==> src/rtl/uart_pkg.sv <==
// Shared constants for the UART receive path: FIFO geometry and status byte layout.
package uart_pkg;

  localparam int unsigned DATA_BITS  = 8;
  localparam int unsigned FIFO_DEPTH = 16;
  localparam int unsigned FIFO_PTR_W = 4;
  localparam int unsigned FIFO_CNT_W = 5;

  localparam int unsigned ST_NOT_EMPTY = 0;
  localparam int unsigned ST_FULL      = 1;
  localparam int unsigned ST_OVERRUN   = 2;
  localparam int unsigned ST_CNT_LSB   = 3;

  // Assemble the status byte from its fields.
  function automatic logic [7:0] packStatus(input logic [FIFO_CNT_W-1:0] count,
                                            input logic overrun,
                                            input logic full,
                                            input logic notEmpty);
    logic [7:0] s;
    s = '0;
    s[ST_CNT_LSB +: FIFO_CNT_W] = count;
    s[ST_OVERRUN]               = overrun;
    s[ST_FULL]                  = full;
    s[ST_NOT_EMPTY]             = notEmpty;
    return s;
  endfunction

endpackage

==> src/rtl/uart_rx_fifo.sv <==
// 16-entry receive FIFO with occupancy count; a push into a full FIFO is accepted only
// when a pop frees a slot in the same cycle, otherwise it is reported as a drop.
module uart_rx_fifo
  import uart_pkg::*;
#(
  parameter int unsigned WIDTH = uart_pkg::DATA_BITS
) (
  input  logic                  clk,
  input  logic                  reset,
  input  logic                  push,
  input  logic                  pop,
  input  logic [WIDTH-1:0]      dataIn,
  output logic [WIDTH-1:0]      dataOut,
  output logic                  full,
  output logic                  empty,
  output logic [FIFO_CNT_W-1:0] count,
  output logic                  popAck,
  output logic                  drop
);

  logic [WIDTH-1:0]      mem [FIFO_DEPTH];
  logic [FIFO_PTR_W-1:0] wrPtrQ, wrPtrD;
  logic [FIFO_PTR_W-1:0] rdPtrQ, rdPtrD;
  logic [FIFO_CNT_W-1:0] countQ, countD;
  logic                  pushOk;

  assign full    = (countQ == FIFO_CNT_W'(FIFO_DEPTH));
  assign empty   = (countQ == '0);
  assign count   = countQ;
  assign popAck  = pop & ~empty;
  assign pushOk  = push & (~full | popAck);
  assign drop    = push & ~pushOk;
  assign dataOut = mem[rdPtrQ];

  always_comb begin
    wrPtrD = wrPtrQ;
    rdPtrD = rdPtrQ;
    countD = countQ;
    if (pushOk) wrPtrD = wrPtrQ + 1'b1;
    if (popAck) rdPtrD = rdPtrQ + 1'b1;
    unique case ({pushOk, popAck})
      2'b10:   countD = countQ + 1'b1;
      2'b01:   countD = countQ - 1'b1;
      default: countD = countQ;
    endcase
  end

  always_ff @(posedge clk or posedge reset) begin
    if (reset) begin
      wrPtrQ <= '0;
      rdPtrQ <= '0;
      countQ <= '0;
    end else begin
      wrPtrQ <= wrPtrD;
      rdPtrQ <= rdPtrD;
      countQ <= countD;
    end
  end

  // Storage needs no reset: a cleared count makes every entry unreachable.
  always_ff @(posedge clk) begin
    if (pushOk) mem[wrPtrQ] <= dataIn;
  end

endmodule

==> src/rtl/uart_rx_ctrl.sv <==
// UART receive controller: baud tick generator, receive FIFO, registered pop and status.
// Optional sticky overrun flag is built when UART_RX_OVERRUN_EN is defined.
module uart_rx_ctrl #(
  parameter int unsigned DATA_BITS = 8,
  parameter int unsigned DIV_W     = 8
) (
  input  logic                 clk,
  input  logic                 reset,
  input  logic [DIV_W-1:0]     baudDiv,
  output logic                 sTick,
  input  logic                 rxDoneTick,
  input  logic [DATA_BITS-1:0] rxData,
  input  logic                 rdReq,
  output logic [DATA_BITS-1:0] rdData,
  output logic                 rdValid,
  input  logic                 statRd,
  output logic [7:0]           statusOut
);

  import uart_pkg::*;

  logic [DIV_W-1:0]      divCnt;
  logic [DATA_BITS-1:0]  fifoData;
  logic                  fifoFull;
  logic                  fifoEmpty;
  logic [FIFO_CNT_W-1:0] fifoCount;
  logic                  popAck;
  logic                  drop;
  logic                  overrunQ;
  logic [7:0]            statusD;

  always_ff @(posedge clk or posedge reset) begin
    if (reset) begin
      divCnt <= '0;
      sTick  <= 1'b0;
    end else if (divCnt == baudDiv) begin
      divCnt <= '0;
      sTick  <= 1'b1;
    end else begin
      divCnt <= divCnt + 1'b1;
      sTick  <= 1'b0;
    end
  end

  uart_rx_fifo #(
    .WIDTH (DATA_BITS)
  ) uRxFifo (
    .clk     (clk),
    .reset   (reset),
    .push    (rxDoneTick),
    .pop     (rdReq),
    .dataIn  (rxData),
    .dataOut (fifoData),
    .full    (fifoFull),
    .empty   (fifoEmpty),
    .count   (fifoCount),
    .popAck  (popAck),
    .drop    (drop)
  );

  always_ff @(posedge clk or posedge reset) begin
    if (reset) begin
      rdData  <= '0;
      rdValid <= 1'b0;
    end else begin
      rdValid <= popAck;
      if (popAck) rdData <= fifoData;
    end
  end

`ifdef UART_RX_OVERRUN_EN
  logic overrunD;

  // A drop in the same cycle as a status read keeps the flag set.
  always_comb begin
    overrunD = overrunQ;
    if (drop)        overrunD = 1'b1;
    else if (statRd) overrunD = 1'b0;
  end

  always_ff @(posedge clk or posedge reset) begin
    if (reset) overrunQ <= 1'b0;
    else       overrunQ <= overrunD;
  end
`else
  logic unusedOverrunInputs;

  assign overrunQ            = 1'b0;
  assign unusedOverrunInputs = drop ^ statRd;
`endif

  assign statusD = packStatus(fifoCount, overrunQ, fifoFull, ~fifoEmpty);

  always_ff @(posedge clk or posedge reset) begin
    if (reset) statusOut <= 8'h00;
    else       statusOut <= statusD;
  end

endmodule
==> config.mk <==
export PLATFORM = sky130hd
export DESIGN_NAME = uart_rx_ctrl
export DESIGN_NICKNAME = d
export VERILOG_FILES = /design/src/rtl/uart_pkg.sv /design/src/rtl/uart_rx_fifo.sv /design/src/rtl/uart_rx_ctrl.sv
export SDC_FILE = /design/constraint.sdc
export NUM_CORES = 1
export LEC_CHECK = 0
export CORE_MARGIN = 3
export CORE_UTILIZATION = 60
export CTS_BUF_LIST = sky130_fd_sc_hd__clkbuf_4 sky130_fd_sc_hd__clkbuf_8
export DETAILED_ROUTE_END_ITERATION = 10
export PLACE_DENSITY_LB_ADDON = 0.1
export SYNTH_ARGS = -nofsm -noshare
export SYNTH_HDL_FRONTEND = slang
export SYNTH_HIERARCHICAL = 1
export SYNTH_SLANG_ARGS = --single-unit
==> constraint.sdc <==
create_clock -name clk -period 3.4 [get_ports clk]
set_input_delay 0.51 -clock clk [delete_from_list [all_inputs] [get_ports clk]]
set_output_delay 0.51 -clock clk [all_outputs]
set_load 0.02 [all_outputs]
==> summary.md <==
| Metric | Value |
|---|---|
| Reg2reg setup slack | `0.72 ns` |
| H-Tree Level Count | `4` |
| DP HPWL | `8070 um` |
| Worst skew pair latency | `0.45 ns` |
| Fillers | `735` |
| TNS Setup | `0 ns` |
| Total CTS buffers | `17` |
| Min cycle time layout | `2.68 ns` |
| # setup viols final | `0` |
| # nets final | `441` |
| Post-route setup slack | `0.721 ns` |
| # diodes | `0` |
| Setup bufs post-CTS | `0` |
| Switching power | `1.95 mW` |
| Initial Utilization | `61.8%` |
| ANT nets after route | `0` |
| Crit Reg-Reg Startpoint | `uRxFifo/count[1]` |
| Synth Instances | `368` |
| # IOs | `39` |
| P_int | `4.15 mW` |
| Cell Pwr Density | `798 nW/um^2` |
| Comb power frac | `32.3%` |
| Standard-cell rows | `38` |
| Worst slew pin tran | `1.26 ns` |
| Core Box Area | `10900 um^2` |
| Synth-to-Final Area Change | `13.1%` |
| Max-Cap Viols | `0` |
| CTS resizes | `0` |
| CP startpoint kind | `flop` |
| Initial DRC Count | `280` |
| Aggregate routed wire length | `12200 um` |
| Hold_ws | `0.440 ns` |
| Slew HR | `15.8%` |
| Vias in the first global route | `3533` |
| Synthesized net count | `399` |
| Clock transition at path regs | `0.08 ns` |
| Final Skew | `0.0126 ns` |
| Worst path arrival time | `3.00 ns` |
| Worst Path Max Fanout | `6` |
| DR DRC count | `0` |
| Longest Clk Path Bufs | `2` |
| Clk pwr share | `20.9%` |
| Drt wl/cell | `21.7 um` |
| DIE WIDTH | `112 um` |
| Worst slack, placed | `0.433 ns` |
| DIE AREA | `12600 um^2` |
| Max VDD drop | `0.485 mV` |
| Clk sinks | `166` |
| Ys Warns | `6` |
| Leakage | `2.65 nW` |
| Layout cells sized above 1 | `20.3%` |
| Mean Syn Cell Area | `18.4 um^2` |
| Worst Setup End Kind | `flop` |
| Residual overflow from global routing | `0` |
| Port bufs | `36` |
| Hold_buf cts | `0` |
| Final Slew Violations | `0` |
| DR vias/cell | `6.00` |
| Status | `completed` |
| Reg power frac | `46.8%` |
| RSZ-0062 raised after global routing | `no` |
| Netlist Area Pre-Place | `6760 um^2` |
| FF-to-FF path depth | `8` |
| Final core occ | `69.9%` |
| Share of the clock period used by the worst path | `78.8%` |
| Switching share of power | `32.0%` |
| GRT Total Usage | `21.1%` |
| Hold Fails Final Rpt | `0` |
| Worst path required time | `3.73 ns` |
| Via count | `3379` |
| GP Congestion | `0.744` |
| First-pass GRT wire length | `19600 um` |
| TritonRoute pass-1 iters | `4` |
| Initial antenna violation count | `0` |
| Largest net degree at the start of global routing | `36` |
| Highest clock rate | `373 MHz` |
| Worst setup path class | `reg2reg` |
| Type of the worst min-delay path | `in2async` |
| Die extent in y | `112 um` |
| RR Endpoint | `uRxFifo/count[4]` |
| Root buffer cell | `clkbuf_8` |
| CTS tree | `built` |
==> critical path, stage by stage, from the launching register on <==
cell	delay [ns]
dfrtp_1	0.45
nor4_1	0.66
a21o_1	0.31
inv_1	0.11
ha_1	0.32
nand2b_1	0.10
a2111o_1	0.40
o211ai_1	0.11
o211ai_1	0.10
==> through the flow <==
step / power [mW] / std cells / cell area (um^2)
after floorplan: 4.23 / 368 / 6760
after global placement: 4.83 / 531 / 7280
after detailed placement: 4.89 / 531 / 7280
after CTS: 6.16 / 563 / 7640
after global routing: 6.46 / 563 / 7640
final: 6.10 / 563 / 7640
==> area by class of cell <==
type	count	area, um^2	share of cell area [%]
clock inverter	11	85.1	1.11
tap	140	175	2.29
timing repair buffer	40	403	5.27
multi-input combinational	174	1860	24.4
clock buffer	21	277	3.62
inverter	11	41.3	0.540
sequential	166	4800	62.8
==> sequential cells by signal, indices dropped and copies added, names as in the netlist <==
signal / flops
rdData: 8
uRxFifo/mem: 128
divCnt: 8
uRxFifo/rdPtrQ: 4
sTick: 1
uRxFifo/count: 5
statusOut: 7
uRxFifo/wrPtrQ: 4
rdValid: 1
==> routing by layer <==
layer  GRT usage (%)  wire length, um  up-vias
li1                -                -     1533
met1            29.2             5220     1745
met2            33.7             6250       85
met3            4.96              504       16
met4            7.37              226        0
met5               0                0        -
==> layout by cell type (no fill, tap or decap), types with 2 or more instances in the layout <==
master and n:
edfxtp_1 128, dfrtp_1 37, clkdlybuf4s50_1 36, mux4_2 32, a22oi_1 19, clkbuf_8 19
nand2_1 13, inv_1 11, xor2_1 10, and2_1 10, mux2_2 9, xnor2_1 9
ha_1 9, a21oi_1 6, nor2_1 5, nand3_1 4, o21ai_0 4, clkinv_2 4
nand2b_1 4, and4_1 4, nor4b_2 4, or3_1 3, nand4_1 3, clkinv_1 3
buf_4 3, nor4_4 2, clkbuf_4 2, clkinvlp_4 2, nor2b_1 2, nor3b_1 2
o211ai_1 2
==> power groups by stage <==
stage	registers [mW]	clock network (mW)	logic, mW
after floorplan	2.85	0	1.38
after global placement	2.87	0	1.95
after detailed placement	2.90	0	1.99
after CTS	2.86	1.30	2.00
after global routing	2.91	1.41	2.14
final	2.85	1.28	1.97
==> worst max-delay path by stage <==
stage | from | slack [ns] | end
floorplan | uRxFifo/count[1] | 1.12 | uRxFifo/count[4]
global route | uRxFifo/count[1] | 0.52 | uRxFifo/count[4]
finish | uRxFifo/count[1] | 0.72 | uRxFifo/count[4]
CTS | uRxFifo/count[1] | 0.72 | uRxFifo/count[4]
detailed placement | rdReq | 0.43 | uRxFifo/mem[3][6]
global placement | rdReq | 0.55 | uRxFifo/mem[1][6]
Note: power is estimated with default switching activity, not from simulation.
